[src/rtl/operand2_loader.sv]
// Run-time loadable operand-2 store: bytes stream in over valid/ready, pair into 16-bit words,
// and land at sequential addresses; registered read port plus pointer-set and bulk clear.
module operand2_loader #(
  parameter int unsigned DATA_W = 16,
  parameter int unsigned DEPTH  = 16
) (
  input  logic              clk,
  input  logic              rst_n,
  input  logic [7:0]        in_byte,
  input  logic              in_valid,
  output logic              in_ready,
  input  logic              start,
  input  logic [3:0]        start_addr,
  input  logic              clear,
  output logic              busy,
  output logic              word_done,
  output logic [4:0]        wr_count,
  input  logic [3:0]        operand2_addr,
  output logic [DATA_W-1:0] operand2_value
);

  typedef enum logic [1:0] {StHi, StLo, StClr} state_e;

  localparam logic [3:0] LastIdx = 4'(DEPTH - 1);
  localparam logic [4:0] CntMax  = 5'(DEPTH);

  state_e            state_q, state_d;
  logic [3:0]        ptr_q, ptr_d;
  logic [7:0]        hi_q, hi_d;
  logic [3:0]        clr_idx_q, clr_idx_d;
  logic [4:0]        wr_count_q, wr_count_d;
  logic              word_done_q, word_done_d;
  logic [DATA_W-1:0] rd_data_q, rd_data_d;
  logic [DATA_W-1:0] mem_q [DEPTH];

  logic              mem_we;
  logic [3:0]        mem_waddr;
  logic [DATA_W-1:0] mem_wdata;
  logic              accept;

  assign in_ready       = (state_q != StClr) && !start && !clear;
  assign accept         = in_valid && in_ready;
  assign busy           = (state_q == StClr);
  assign word_done      = word_done_q;
  assign wr_count       = wr_count_q;
  assign operand2_value = rd_data_q;

  // Read samples the pre-edge array, so a same-edge write returns the old word.
  assign rd_data_d = mem_q[operand2_addr];

  always_comb begin
    state_d     = state_q;
    ptr_d       = ptr_q;
    hi_d        = hi_q;
    clr_idx_d   = clr_idx_q;
    wr_count_d  = wr_count_q;
    word_done_d = 1'b0;
    mem_we      = 1'b0;
    mem_waddr   = ptr_q;
    mem_wdata   = {hi_q, in_byte};

    case (state_q)
      StClr: begin
        mem_we    = 1'b1;
        mem_waddr = clr_idx_q;
        mem_wdata = '0;
        clr_idx_d = clr_idx_q + 4'd1;
        if (clr_idx_q == LastIdx) begin
          state_d    = StHi;
          ptr_d      = '0;
          wr_count_d = '0;
          clr_idx_d  = '0;
        end
      end
      StHi, StLo: begin
        if (clear) begin
          state_d   = StClr;
          clr_idx_d = '0;
        end else if (start) begin
          ptr_d      = start_addr;
          wr_count_d = '0;
          state_d    = StHi;
        end else if (accept) begin
          if (state_q == StHi) begin
            hi_d    = in_byte;
            state_d = StLo;
          end else begin
            mem_we      = 1'b1;
            ptr_d       = ptr_q + 4'd1;
            word_done_d = 1'b1;
            if (wr_count_q != CntMax) wr_count_d = wr_count_q + 5'd1;
            state_d = StHi;
          end
        end
      end
      default: state_d = StHi;
    endcase
  end

  always_ff @(posedge clk or negedge rst_n) begin
    if (!rst_n) begin
      state_q     <= StHi;
      ptr_q       <= '0;
      hi_q        <= '0;
      clr_idx_q   <= '0;
      wr_count_q  <= '0;
      word_done_q <= 1'b0;
      rd_data_q   <= '0;
    end else begin
      state_q     <= state_d;
      ptr_q       <= ptr_d;
      hi_q        <= hi_d;
      clr_idx_q   <= clr_idx_d;
      wr_count_q  <= wr_count_d;
      word_done_q <= word_done_d;
      rd_data_q   <= rd_data_d;
    end
  end

  always_ff @(posedge clk or negedge rst_n) begin
    if (!rst_n) begin
      for (int i = 0; i < int'(DEPTH); i++) mem_q[i] <= '0;
    end else if (mem_we) begin
      mem_q[mem_waddr] <= mem_wdata;
    end
  end

endmodule

[config.mk]
export PLATFORM = sky130hd
export DESIGN_NAME = operand2_loader
export DESIGN_NICKNAME = d
export VERILOG_FILES = /design/src/rtl/operand2_loader.sv
export SDC_FILE = /design/constraint.sdc
export NUM_CORES = 1
export LEC_CHECK = 0
export CORE_MARGIN = 5
export CORE_UTILIZATION = 50
export DETAILED_ROUTE_END_ITERATION = 8
export GPL_ROUTABILITY_DRIVEN = 0
export HOLD_SLACK_MARGIN = 0.05
export PLACE_DENSITY = 0.7
export SLEW_MARGIN = 20
export SYNTH_ARGS = -nofsm -noshare
export SYNTH_HDL_FRONTEND = slang
export SYNTH_SLANG_ARGS = --single-unit
[constraint.sdc]
create_clock -name clk -period 1.86 [get_ports clk]
set_input_delay 0.372 -clock clk [delete_from_list [all_inputs] [get_ports clk]]
set_output_delay 0.372 -clock clk [all_outputs]
set_load 0.005 [all_outputs]
* Word-level counts from Yosys, hierarchy flattened *
Index checks and enable logic that the tools add are counted.
W data, S select, Z words.

word-level totals
  output and inout port bits = 24
  input port bits = 21
  word-level logic and storage cells = 95
  bits in registers = 296

cells by class
  add/subtract/negate cells = 3
  equal/unequal tests = 12
  order comparisons = 3
  bitwise gates (word level) = 4
  reduce and logical (&&, ||, !) cells = 14
  mux-type cells = 36

operators with widths
  kind                   number
  $bwmux W256            1
  $bmux W16 S4           1
  $demux W16 S4          1
  $mux W16               4
  $mux W4                8
  $mux W5                6
  $pmux W4 S2            2
  $ge A5 B5 Y1 const B   2
  $not A4 Y5             2
  $pmux W5 S2            1
  $reduce_and A5 Y1      2
  $ne A3 B3 Y1 const B   3
  $add A4 B1 Y4 const B  2
  $mux W2                4
  $mux W1                6
  $ne A2 B2 Y1 const B   3
  $reduce_and A6 Y1      1
  $add A5 B1 Y5 const B  1
  $lt A5 B1 Y1 const B   1
  $ne A5 B5 Y1 const B   1
  $eq A4 B4 Y1 const B   1
  $logic_and A1 B1 Y1    4
  $ne A4 B4 Y1 const B   1
  $pmux W2 S2            1
  other kinds (10)       13

* Logic depth before layout (Yosys ltp) *
  depth after elaboration = 8
  gate-level depth with buffers = 8
  gate-level depth less buffers = 6

* Least setup slack after synthesis *
Ideal clock, no wire load.

  path kind = input to register
  start = input port operand2_addr[0]
  end = register rd_data_q[10], in the netlist operand2_value[10]
  setup slack = -0.087 ns
  data required time = 1.736 ns
  arrival = 1.823 ns
  path buffers = 2
  setup time = 0.124 ns
  cell stages on the path = 5
  cells stage by stage = clkbuf_1 buf_2 mux4_2 a22oi_1 nand2_1

on the way
  word-level cells in the longest chain between the ends = 4

RTL lines
  item                                         line  text
  from (decl)                                  18    input logic [3:0] operand2_addr,
  $not A4 Y5 (not written as such)             49    assign rd_data_d = mem_q[operand2_addr];
  $bmux W16 S4                                 49
  $mux W16 (not written as such) (2 in a row)  49
  via rd_data_d[10]                            33    logic [DATA_W-1:0] rd_data_q, rd_data_d;
  to (signal assigned)                         116   rd_data_q <= rd_data_d;
  to (decl)                                    33

The timed path passes the listed nets, and every way through them passes these cells. The select of a mux whose other input is x is not followed.
A chain may end at the register's enable or synchronous reset.

* Final worst setup path *
  start = register state_q[1]
  end = register mem_q[136] (netlist bit)

on the way
  word-level cells in the longest chain between the ends = 8
  elaborated cells on any way between the ends = 22
  those cells by class = order compare: 2; eq/ne: 3; mux: 10; bitwise: 1; reduce/logical: 6

RTL lines
  item                                                                     line     text
  from (decl)                                                              27       state_e state_q, state_d;
  from (signal assigned)                                                   102      state_q <= StHi;
  from (signal assigned)                                                   110      state_q <= state_d;
  $eq A2 B2 Y1 or $ne A2 B2 Y1 (tied branches)                             62, 41
  $mux W4 or $logic_and A1 B1 Y1 (tied branches)                           62, 41
  $not A4 Y5 (not written as such) or $logic_and A1 B1 Y1 (tied branches)  124, 41
  $ge A5 B5 Y1 (not written as such), or another cell as far along         124      mem_q[mem_waddr] <= mem_wdata;
  $logic_and A1 B1 Y1 (not written as such) or $mux W1 (tied branches)     124, 83
  $mux W16 (not written as such) or $mux W1 (tied branches)                124, 79
  $demux W16 S4 or $mux W1 (tied branches)                                 124, 76
  $bwmux W256 or $pmux W1 S2 (tied branches)                               124, 62
  to (signal, indexed assignment)                                          124
  to (decl)                                                                34       logic [DATA_W-1:0] mem_q [DEPTH];

Several ways; a longest one is shown, not always the timed one.

==> metrics.yaml <==
timing:
  max_slew_margin: 0.279
  skew_ns: 0.0182
  hold_violations: 0
  hold_ws_ns: 0.287
  drv_slew: 0
  worst_slack_ns: -0.106
  finalCriticalPeriod_ns: 1.97
  rsz0062_at_grt: "yes"
  setup-violations-final: 231
  setup_tns_ns: -10.10
  worst_slew_pin_slew_ns: 1.08
  min_period_over_period: 1.06
  fmax_ghz: 0.509
synthesis:
  yosysSeqAreaShare: 0.560
  synth_area_um2: 13200
  post_synth_num_cell_types: 55
  syn_inst: 930
  synth_nets: 955
  async_flop_share: 1.00
  synthFlopType: "dfrtp_1"
  synth-seq-cells: 296
  avgSynthCellArea_um2: 14.2
  synth_edf_count: 0
  ys_warn_count: 0
clocking:
  root_buffer: "clkbuf_16"
  clock_latency_ns: 0.56
  numCtsBuffers: 31
  cts_sinks: 296
  cts_buffer_depth: 3
  clk_pin_slew_ns: 0.07
  htree_levels: 1
  cts_tree: "built"
power_and_ir_drop:
  irDropWorstVdd_uv: 974
  power_density_nw_per_um2: 1080
  p_int_mw: 12.7
  p_switching_mw: 7.41
  comb_power_share: 0.356
  power_mw: 20.2
  swShare: 0.368
  clkPwrFrac: 0.297
  seqPwrFrac: 0.348
  p_leak_nw: 7.44
routing:
  drt_pass1_iterations: 7
  num_vias: 9476
  ant_nets: 0
  wire_per_inst_um: 28.7
  drc: 0
  first_iter_violations: 691
  avgViaCountPerCell: 6.64
  wirelength_um: 41100
placement:
  hpwl_um: 23800
  portBuffers: 44
  placed_area_um2: 15500
  placed_cells: 1334
die:
  dieArea_um2: 29800
  io_pins: 45
  design.core.area_um2: 26100
  die_h_um: 173
  start_util: 0.508
  std_cell_rows: 59
  die_width_um: 173
layout:
  area_growth_pct: 40.6
  antenna_cells: 0
  fin_cells: 1428
  final_area_um2: 18600
  fillers: 1614
  layout.nets: 1099
  drive_above_1_share: 0.490
critical_path:
  path_class: "flip-flop to flip-flop"
  path_max_fanout: 8
  cp-end-kind: "flip-flop"
  required_ns: 2.34
  arrival_ns: 2.45
  rrSetupSlack_ns: -0.11
  critPathLaunchType: "flip-flop"
grt:
  grt_pass1_vias: 9849
  gr-usage-all-layers: 0.244
  grt-ovfl-total: 0
  grt_max_degree: 71
  grt_pass1_wl_um: 58900
  grt_antenna_before_repair: 1
run:
  cap_violations: 0
min_path:
  hold_class: "input port to async pin"
outcome:
  violations: "negative setup slack"
  status: "finished, violations left"
final timing paths:
kind | startpoint | to | cells past startpoint
min in group clk | start_addr[2] | ptr_q[2]$_DFFE_PN0P_ | 3
worst min register to register | mem_q[219]$_DFFE_PN0P_ | mem_q[219]$_DFFE_PN0P_ | 1
worst max-delay path | state_q[1]$_DFFE_PN0P_ | mem_q[136]$_DFFE_PN0P_ | 5
max in group asynchronous | rst_n | mem_q[110]$_DFFE_PN0P_ | 3
worst max register to register | state_q[1]$_DFFE_PN0P_ | mem_q[136]$_DFFE_PN0P_ | 5
worst min-delay path | rst_n | mem_q[242]$_DFFE_PN0P_ | 2
power by group through the flow:
stage          Clock [mW]  Combinational, mW  Sequential [mW]
5_1_grt              6.33               7.45             7.04
2_1_floorplan           0               2.90             6.93
6_report             5.98               7.17             7.01
4_1_cts              6.03               5.96             6.94
3_5_place_dp            0               5.23             7.05
3_3_place_gp            0               5.18             7.05
per-layer routing:
layer / vias up / share of wire / GRT usage / routed length (µm)
met5: - / 0.00032 / 0 / 13
met4: 2 / 0.030 / 0.0511 / 1230
met3: 72 / 0.061 / 0.0493 / 2520
met2: 355 / 0.49 / 0.377 / 19900
met1: 5029 / 0.42 / 0.364 / 17400
li1: 4018 / - / - / -
cells in the mapped netlist, types with 2 or more instances:
master	count	area, µm²
nand2_1	49	184
a31o_2	2	17.5
a22oi_1	32	240
nand2_4	12	135
ha_1	4	50.1
nor2_1	7	26.3
inv_1	6	22.5
nor3_1	3	15.0
dfrtp_1	296	7410
nor2_4	3	33.8
a21o_1	2	15.0
buf_6	13	146
nor4bb_1	5	50.1
nor2b_1	2	12.5
nand2b_1	4	25.0
o2bb2ai_2	10	150
o31ai_1	3	22.5
a21oi_1	3	15.0
o21ai_0	11	55.1
buf_2	24	120
xnor2_1	2	17.5
nand3b_1	2	15.0
clkbuf_1	33	124
nand2_2	5	31.3
buf_1	4	15.0
buf_4	3	22.5
nand3_1	38	190
o2bb2ai_1	242	2120
a31oi_1	5	31.3
a22o_1	5	43.8
mux4_2	64	1440
o21ai_4	4	65.1
mux2_2	10	113
placed cells by master (no fill, tap or decap), types with 19 or more instances in the layout:
cell type	synthesis	routed
buf_4	3	70
buf_12	0	48
nand2_1	49	44
o2bb2ai_1	242	72
dfrtp_1	296	295
clkdlybuf4s50_1	0	34
o2bb2ai_2	10	140
o2bb2ai_4	0	40
a22oi_1	32	32
mux4_2	64	64
nand3_2	0	19
clkbuf_16	0	42
critical path: stages (launching register included):
cell and delay [ns]:
dfrtp_1 0.42, or4b_4 0.61, nor2_4 0.26, clkbuf_16 0.25
nand3_4 0.15, o2bb2ai_4 0.19
metrics by stage:
step	worst slack [ns]	utilization
floorplan	-0.0479	-
global placement	-0.446	0.597
detailed placement	-0.465	0.597
CTS	-0.0723	0.654
global route	-0.158	0.714
finish	-0.106	0.714
sequential cells by signal (all words and copies together) (netlist names):
register        cells
clr_idx_q           4
wr_count            5
word_done           1
ptr_q               4
operand2_value     16
state_q             2
mem_q             256
hi_q                8
cell families (layout without fill, tap and decap cells):
family,after synthesis,count (layout),share of synthesized area
AO/OA/AOI/OAI,328,329,0.219
flip-flops,296,296,0.560
AND/OR/NAND/NOR,140,140,0.0617
buffers and inverters,84,246,0.0343
multiplexers,76,76,0.120
adder cells (fa/ha/maj),4,4,0.00378
XOR/XNOR,2,2,0.00132
final cells by class:
| type | count | area (µm²) | area share |
|---|---|---|---|
| clock inverters | 12 | 104 | 0.00558 |
| repair buffers | 187 | 2360 | 0.127 |
| well taps | 335 | 419 | 0.0225 |
| clock buffers | 40 | 860 | 0.0462 |
| flip-flops and latches | 296 | 7410 | 0.398 |
| inverters | 7 | 31.3 | 0.00168 |
| multi-input cells | 551 | 7420 | 0.399 |
what timing repair did:
action                     in CTS  in global routing
buffers inserted               22                  8
cloned                          1                 11
pin swaps                      35                 67
gates resized for setup        60                167
hold endpoints to repair      179                  0
hold buffers                    1                  0
setup endpoints to repair     182                262
(Power assumes the default switching activity.)
